`src/rtl/fetch_ctrl_if.sv`:
```
// Fetch sequencer bus: stall sources, branch redirect and halt requests in,
// PC / flush / status out. The sequencer sits on the slave side.
interface fetch_ctrl_if #(
    parameter int N_STALL = 3,
    parameter int CNT_W   = 16
);
    localparam int CAUSE_W = (N_STALL > 1) ? $clog2(N_STALL) : 1;

    logic [N_STALL-1:0] stall_req;
    logic               redirect_valid;
    logic [31:0]        redirect_pc;
    logic               halt_req;
    logic [31:0]        pc;
    logic               fetch_valid;
    logic               flush;
    logic               halted;
    logic [CAUSE_W-1:0] stall_cause;
    logic [CNT_W-1:0]   stall_cycles;

    modport master (
        output stall_req, redirect_valid, redirect_pc, halt_req,
        input  pc, fetch_valid, flush, halted, stall_cause, stall_cycles
    );

    modport slave (
        input  stall_req, redirect_valid, redirect_pc, halt_req,
        output pc, fetch_valid, flush, halted, stall_cause, stall_cycles
    );
endinterface

```
`src/rtl/fetch_ctrl.sv`:
```
// Front-end fetch sequencer. Owns the program counter and picks the next PC
// each cycle from redirect > halt > stall > advance. A redirect raises flush
// for FLUSH_CYCLES cycles after the last redirect; halt is sticky until a
// redirect (the halting instruction may have been speculative) or reset.
module fetch_ctrl #(
    parameter int          N_STALL      = 3,
    parameter int          FLUSH_CYCLES = 2,
    parameter logic [31:0] RESET_PC     = 32'h0,
    parameter int          CNT_W        = 16
) (
    input  logic          clk,
    input  logic          reset_n,
    fetch_ctrl_if.slave   bus
);
    localparam int CAUSE_W = (N_STALL > 1) ? $clog2(N_STALL) : 1;
    localparam int FC_W    = (FLUSH_CYCLES > 1) ? $clog2(FLUSH_CYCLES) : 1;
    localparam logic [FC_W-1:0]  FLUSH_RELOAD = FC_W'(FLUSH_CYCLES - 1);
    localparam logic [CNT_W-1:0] STALL_MAX    = {CNT_W{1'b1}};

    typedef enum logic [1:0] {
        ST_RUN   = 2'd0,
        ST_FLUSH = 2'd1,
        ST_HALT  = 2'd2
    } state_t;

    state_t            state_q, state_d;
    logic [31:0]       pc_q, pc_d;
    logic              flush_q, flush_d;
    logic              halted_q, halted_d;
    logic [FC_W-1:0]   cnt_q, cnt_d;
    logic [CNT_W-1:0]  stall_q, stall_d;

    logic              stall_any;
    logic [31:0]       redirect_aligned;
    logic              fetch_valid;
    logic [CAUSE_W-1:0] stall_cause;

    assign stall_any        = |bus.stall_req;
    // Targets are word aligned; the low two bits of the redirect are dropped.
    assign redirect_aligned = bus.redirect_pc & ~32'h3;

    // State register: FSM state, PC, flush/halt flags, flush countdown, perf counter.
    always_ff @(posedge clk or negedge reset_n) begin
        if (!reset_n) begin
            state_q  <= ST_RUN;
            pc_q     <= RESET_PC;
            flush_q  <= 1'b0;
            halted_q <= 1'b0;
            cnt_q    <= '0;
            stall_q  <= '0;
        end else begin
            state_q  <= state_d;
            pc_q     <= pc_d;
            flush_q  <= flush_d;
            halted_q <= halted_d;
            cnt_q    <= cnt_d;
            stall_q  <= stall_d;
        end
    end

    // Next-state logic: redirect beats everything, then halt, then stall, then advance.
    always_comb begin
        state_d  = state_q;
        pc_d     = pc_q;
        flush_d  = flush_q;
        halted_d = halted_q;
        cnt_d    = cnt_q;
        stall_d  = stall_q;
        unique case (state_q)
            ST_RUN: begin
                if (bus.redirect_valid) begin
                    pc_d    = redirect_aligned;
                    flush_d = 1'b1;
                    cnt_d   = FLUSH_RELOAD;
                    state_d = ST_FLUSH;
                end else if (bus.halt_req) begin
                    halted_d = 1'b1;
                    state_d  = ST_HALT;
                end else if (stall_any) begin
                    if (stall_q != STALL_MAX) begin
                        stall_d = stall_q + CNT_W'(1);
                    end
                end else begin
                    pc_d = pc_q + 32'd4;
                end
            end
            ST_FLUSH: begin
                // Stalls and halts are meaningless while younger work is being killed.
                if (bus.redirect_valid) begin
                    pc_d  = redirect_aligned;
                    cnt_d = FLUSH_RELOAD;
                end else if (cnt_q == '0) begin
                    flush_d = 1'b0;
                    state_d = ST_RUN;
                end else begin
                    cnt_d = cnt_q - FC_W'(1);
                end
            end
            ST_HALT: begin
                // A late redirect proves the halting instruction was on a wrong path.
                if (bus.redirect_valid) begin
                    halted_d = 1'b0;
                    pc_d     = redirect_aligned;
                    flush_d  = 1'b1;
                    cnt_d    = FLUSH_RELOAD;
                    state_d  = ST_FLUSH;
                end
            end
            default: begin
                state_d = ST_RUN;
            end
        endcase
    end

    // Output logic: fetch qualifier and lowest-index stall source.
    always_comb begin
        fetch_valid = (state_q == ST_RUN) && !stall_any &&
                      !bus.redirect_valid && !bus.halt_req;
        stall_cause = '0;
        for (int i = N_STALL - 1; i >= 0; i--) begin
            if (bus.stall_req[i]) begin
                stall_cause = CAUSE_W'(i);
            end
        end
    end

    assign bus.pc           = pc_q;
    assign bus.flush        = flush_q;
    assign bus.halted       = halted_q;
    assign bus.stall_cycles = stall_q;
    assign bus.fetch_valid  = fetch_valid;
    assign bus.stall_cause  = stall_cause;

endmodule

```
`src/flat_wrapper.sv`:
```
// flat-port wrapper written by rule: the top's interface ports become plain ports
module fetch_ctrl_flat 
#(
    parameter int          N_STALL      = 3,
    parameter int          FLUSH_CYCLES = 2,
    parameter logic [31:0] RESET_PC     = 32'h0,
    parameter int          CNT_W        = 16
)
  (clk, reset_n, bus_stall_req, bus_redirect_valid, bus_redirect_pc, bus_halt_req, bus_pc, bus_fetch_valid, bus_flush, bus_halted, bus_stall_cause, bus_stall_cycles);
  fetch_ctrl_if #(.N_STALL(N_STALL), .CNT_W(CNT_W)) bus_i ();
  input  logic clk;
  input  logic reset_n;
  input wire logic [$bits(bus_i.stall_req)-1:0] bus_stall_req;
  input wire logic [$bits(bus_i.redirect_valid)-1:0] bus_redirect_valid;
  input wire logic [$bits(bus_i.redirect_pc)-1:0] bus_redirect_pc;
  input wire logic [$bits(bus_i.halt_req)-1:0] bus_halt_req;
  output wire logic [$bits(bus_i.pc)-1:0] bus_pc;
  output wire logic [$bits(bus_i.fetch_valid)-1:0] bus_fetch_valid;
  output wire logic [$bits(bus_i.flush)-1:0] bus_flush;
  output wire logic [$bits(bus_i.halted)-1:0] bus_halted;
  output wire logic [$bits(bus_i.stall_cause)-1:0] bus_stall_cause;
  output wire logic [$bits(bus_i.stall_cycles)-1:0] bus_stall_cycles;
  assign bus_i.stall_req = bus_stall_req;
  assign bus_i.redirect_valid = bus_redirect_valid;
  assign bus_i.redirect_pc = bus_redirect_pc;
  assign bus_i.halt_req = bus_halt_req;
  assign bus_pc = bus_i.pc;
  assign bus_fetch_valid = bus_i.fetch_valid;
  assign bus_flush = bus_i.flush;
  assign bus_halted = bus_i.halted;
  assign bus_stall_cause = bus_i.stall_cause;
  assign bus_stall_cycles = bus_i.stall_cycles;
  fetch_ctrl #(.N_STALL(N_STALL), .FLUSH_CYCLES(FLUSH_CYCLES), .RESET_PC(RESET_PC), .CNT_W(CNT_W)) u_core (.clk(clk), .reset_n(reset_n), .bus(bus_i));
endmodule
```
`config.mk`:
```
export PLATFORM = sky130hd
export DESIGN_NAME = fetch_ctrl_flat
export DESIGN_NICKNAME = d
export VERILOG_FILES = /design/src/rtl/fetch_ctrl_if.sv /design/src/rtl/fetch_ctrl.sv /design/src/flat_wrapper.sv
export SDC_FILE = /design/constraint.sdc
export NUM_CORES = 1
export LEC_CHECK = 0
export BUFFER_PORTS_ARGS = -buffer_cell sky130_fd_sc_hd__buf_2
export CAP_MARGIN = 25
export CELL_PAD_IN_SITES_DETAIL_PLACEMENT = 1
export CELL_PAD_IN_SITES_GLOBAL_PLACEMENT = 2
export CORE_MARGIN = 4
export CORE_UTILIZATION = 28
export CTS_CLUSTER_DIAMETER = 100
export DETAILED_ROUTE_END_ITERATION = 8
export GPL_TIMING_DRIVEN = 1
export PLACE_DENSITY = 0.83
export SYNTH_ARGS = -nofsm -noshare
export SYNTH_HDL_FRONTEND = slang
export SYNTH_SLANG_ARGS = --single-unit
```
`constraint.sdc`:
```
create_clock -name clk -period 2.05 [get_ports clk]
set_input_delay 0.205 -clock clk [delete_from_list [all_inputs] [get_ports clk]]
set_output_delay 0.205 -clock clk [all_outputs]
set_load 0.01 [all_outputs]
```
==> impl_metrics.tcl <==
set metrics [dict create \
    holdWs_ns 0.0166 \
    p_per_area_nw_per_um2 1520 \
    multi_input_area_sq_um 1850 \
    drt_wl_total_microns 10300 \
    ir_drop_uv 490 \
    maxSlewHeadroom_pct 51.4 \
    grt_max_degree 52 \
    cts_tree "done" \
    cp-startpoint "u_core.state_q[1]" \
    fp-row-count 38 \
    yosysWarnings 0 \
    h-tree-depth 2 \
    postPlaceCellArea_sq_um 3960 \
    core_area_sq_um 11000 \
    ant_nets 0 \
    maxCapViolCount 0 \
    total_power_mw 6.40 \
    postLayoutCoreUtil_pct 38.2 \
    insertion_delay_ns 0.30 \
    vias 3140 \
    post-route-drc-count 0 \
    drive_above_1_share_pct 38.3 \
    cp-end-kind "flop" \
    ys_ff_latch 51 \
    yosysSeqAreaShare_pct 39.7 \
    period_minus_slack_ns 1.96 \
    cp-start-kind "flop" \
    overflow 0 \
    initial_core_util_pct 29.1 \
    dp_cells 586 \
    track_usage_pct 15.3 \
    die_w_microns 115 \
    cp.required_ns 2.23 \
    finalNonFillerCells 600 \
    synth.distinct_cells 59 \
    clkSlewWorstSetupHoldPaths_ns 0.07 \
    place_hpwl_microns 7550 \
    setup_ws_ns 0.0875 \
    worstMarginPinSlew_ns 0.729 \
    die_y_microns 115 \
    syn_inst 351 \
    finalSetupTns_ns 0 \
    synth_edf_count 0 \
    setup_violations 0 \
    r2r_setup_slack_ns 0.09 \
    fp.dieArea_sq_um 13200 \
    slew_viol_final 0 \
    clock.fmax_mhz 510 \
    clock-skew-final_ns 0.00675 \
    nNetsFinal 503 \
    ios 92 \
    postSynth.asyncResetShare_pct 100 \
    antenna_cells 0 \
    hold_path.class "input pin to async pin" \
    avgRoutedWirePerCell_microns 17.2 \
    grt_pass1_wl_microns 16500 \
    synth.avg_cell_area_sq_um 9.15 \
    reg2reg_from "u_core.state_q[1]" \
    cp_max_fo 10 \
    numCtsBuffers 5 \
    register_area_sq_um 1280 \
    gp_congestion 0.802 \
    netlist_area_sq_um 3210 \
    antenna_found_initial 0 \
    cp.arrival_ns 2.15 \
    status "completed" \
    clockBufferDepth 2 \
    grt_pass1_vias 3211 \
    drt_iter0_drc 146 \
    cts-root-buf "clkbuf_16" \
    area_growth_pct 31.2 \
    fillers 1314 \
    final.period_utilization_pct 95.7 \
    dpl_worst_slack_ns 0.0319 \
    hold_viol 0 \
    crit_type "flop to flop" \
    rsz0062_at_grt "no" \
    fin_area_sq_um 4220 \
    clock-sinks 51 \
    routed_via_density 5.23 \
    io_buffers 87 \
    leakage_nw 1.85 \
    ys.flop_type "dfrtp_1" \
    dr.pass1.iters 4 \
]
==> metal layers <==
metal	share of wire (%)	up-vias	global-route usage (%)
li1	-	1503	-
met1	47	1572	20.9
met2	48	58	25.3
met3	4.0	7	2.68
met4	1.0	0	3.60
met5	0	-	0
==> final timing paths <==
check / to / cells after the start
hold / removal: u_core.bus.pc[12] / 2
hold reg to reg: u_core.bus.stall_cycles[8] / 1
max in group asynchronous: u_core.bus.pc[31] / 2
setup reg to reg: u_core.bus.pc[16] / 7
min in group clk: u_core.bus.pc[2] / 3
setup / recovery: u_core.bus.pc[16] / 7
==> area by class of cell <==
cell class,count,area share [%]
well taps,140,4.16
repair buffers,118,17.5
multi-input cells,275,44.0
inverters,8,0.712
clock buffers,5,2.97
flip-flops and latches,51,30.3
clock inverters,3,0.475
==> Yosys cell counts, types with 4 or more instances <==
library cell / n / area, sq um
nor2_1: 29 / 109
a21oi_2: 16 / 140
and3_1: 10 / 62.6
clkbuf_1: 4 / 15.0
o22ai_1: 13 / 81.3
buf_2: 7 / 35.0
nand4_1: 14 / 87.6
xnor2_1: 10 / 87.6
inv_1: 8 / 30.0
and2_1: 4 / 25.0
o31ai_1: 4 / 30.0
o21ai_0: 18 / 90.1
ha_1: 5 / 62.6
nor3_1: 8 / 40.0
nand3_1: 16 / 80.1
a2bb2oi_2: 7 / 105
dfrtp_1: 51 / 1280
xor2_1: 5 / 43.8
a21oi_1: 24 / 120
buf_4: 4 / 30.0
nand2_1: 40 / 150
==> registers in the layout, summed over array words and instances (netlist names) <==
name / cells
u_core.bus.flush: 1
u_core.bus.halted: 1
u_core.bus.pc: 30
u_core.bus.stall_cycles: 16
u_core.cnt_q: 1
u_core.state_q: 2
==> critical path, stage by stage, from the launching register on <==
cell	delay, ns
dfrtp_1	0.40
inv_2	0.10
ha_4	0.20
or3b_4	0.43
o21ai_4	0.24
buf_4	0.16
buf_12	0.12
o2bb2a_1	0.21
==> what timing repair did <==
item                       in CTS  in global routing
setup endpoints to repair       0                 39
hold buffers                    0                  0
gates resized for setup         0                 11
setup buffers                   0                  4
==> power by group <==
group / internal (mW) / switching [mW] / leakage [nW]
combinational: 1.66 / 2.05 / 1.17
sequential: 1.39 / 0.440 / 0.605
clock: 0.451 / 0.405 / 0.0658
==> cells in the final DEF, fill, tap and decap left out, types with 4 or more instances in the layout <==
master / synthesis / layout
clkbuf_16: 0 / 6
ha_1: 5 / 4
o21ai_0: 18 / 18
dfrtp_1: 51 / 51
a2bb2oi_2: 7 / 7
a21oi_2: 16 / 16
and2_1: 4 / 4
nor3_1: 8 / 6
and3_1: 10 / 10
nand2_1: 40 / 40
nand3_1: 16 / 16
xnor2_1: 10 / 10
nand4_1: 14 / 14
a21oi_1: 24 / 24
inv_1: 8 / 6
buf_2: 7 / 87
buf_12: 0 / 4
xor2_1: 5 / 5
o31ai_1: 4 / 4
buf_4: 4 / 25
nor2_1: 29 / 28
o22ai_1: 13 / 13
==> cells by family (layout without fill, tap and decap cells) <==
| group | Yosys count | count (layout) | share of synthesized area (%) |
|---|---|---|---|
| compound gates | 106 | 107 | 24.9 |
| xor+xnor | 15 | 15 | 4.09 |
| fa+ha+maj | 5 | 5 | 1.95 |
| buf+inv | 27 | 134 | 4.60 |
| flops | 51 | 51 | 39.7 |
| mux | 4 | 4 | 1.29 |
| other cells | 1 | 2 | 0.117 |
| simple gates | 142 | 142 | 23.4 |
Power figures use the tool's default switching activity.
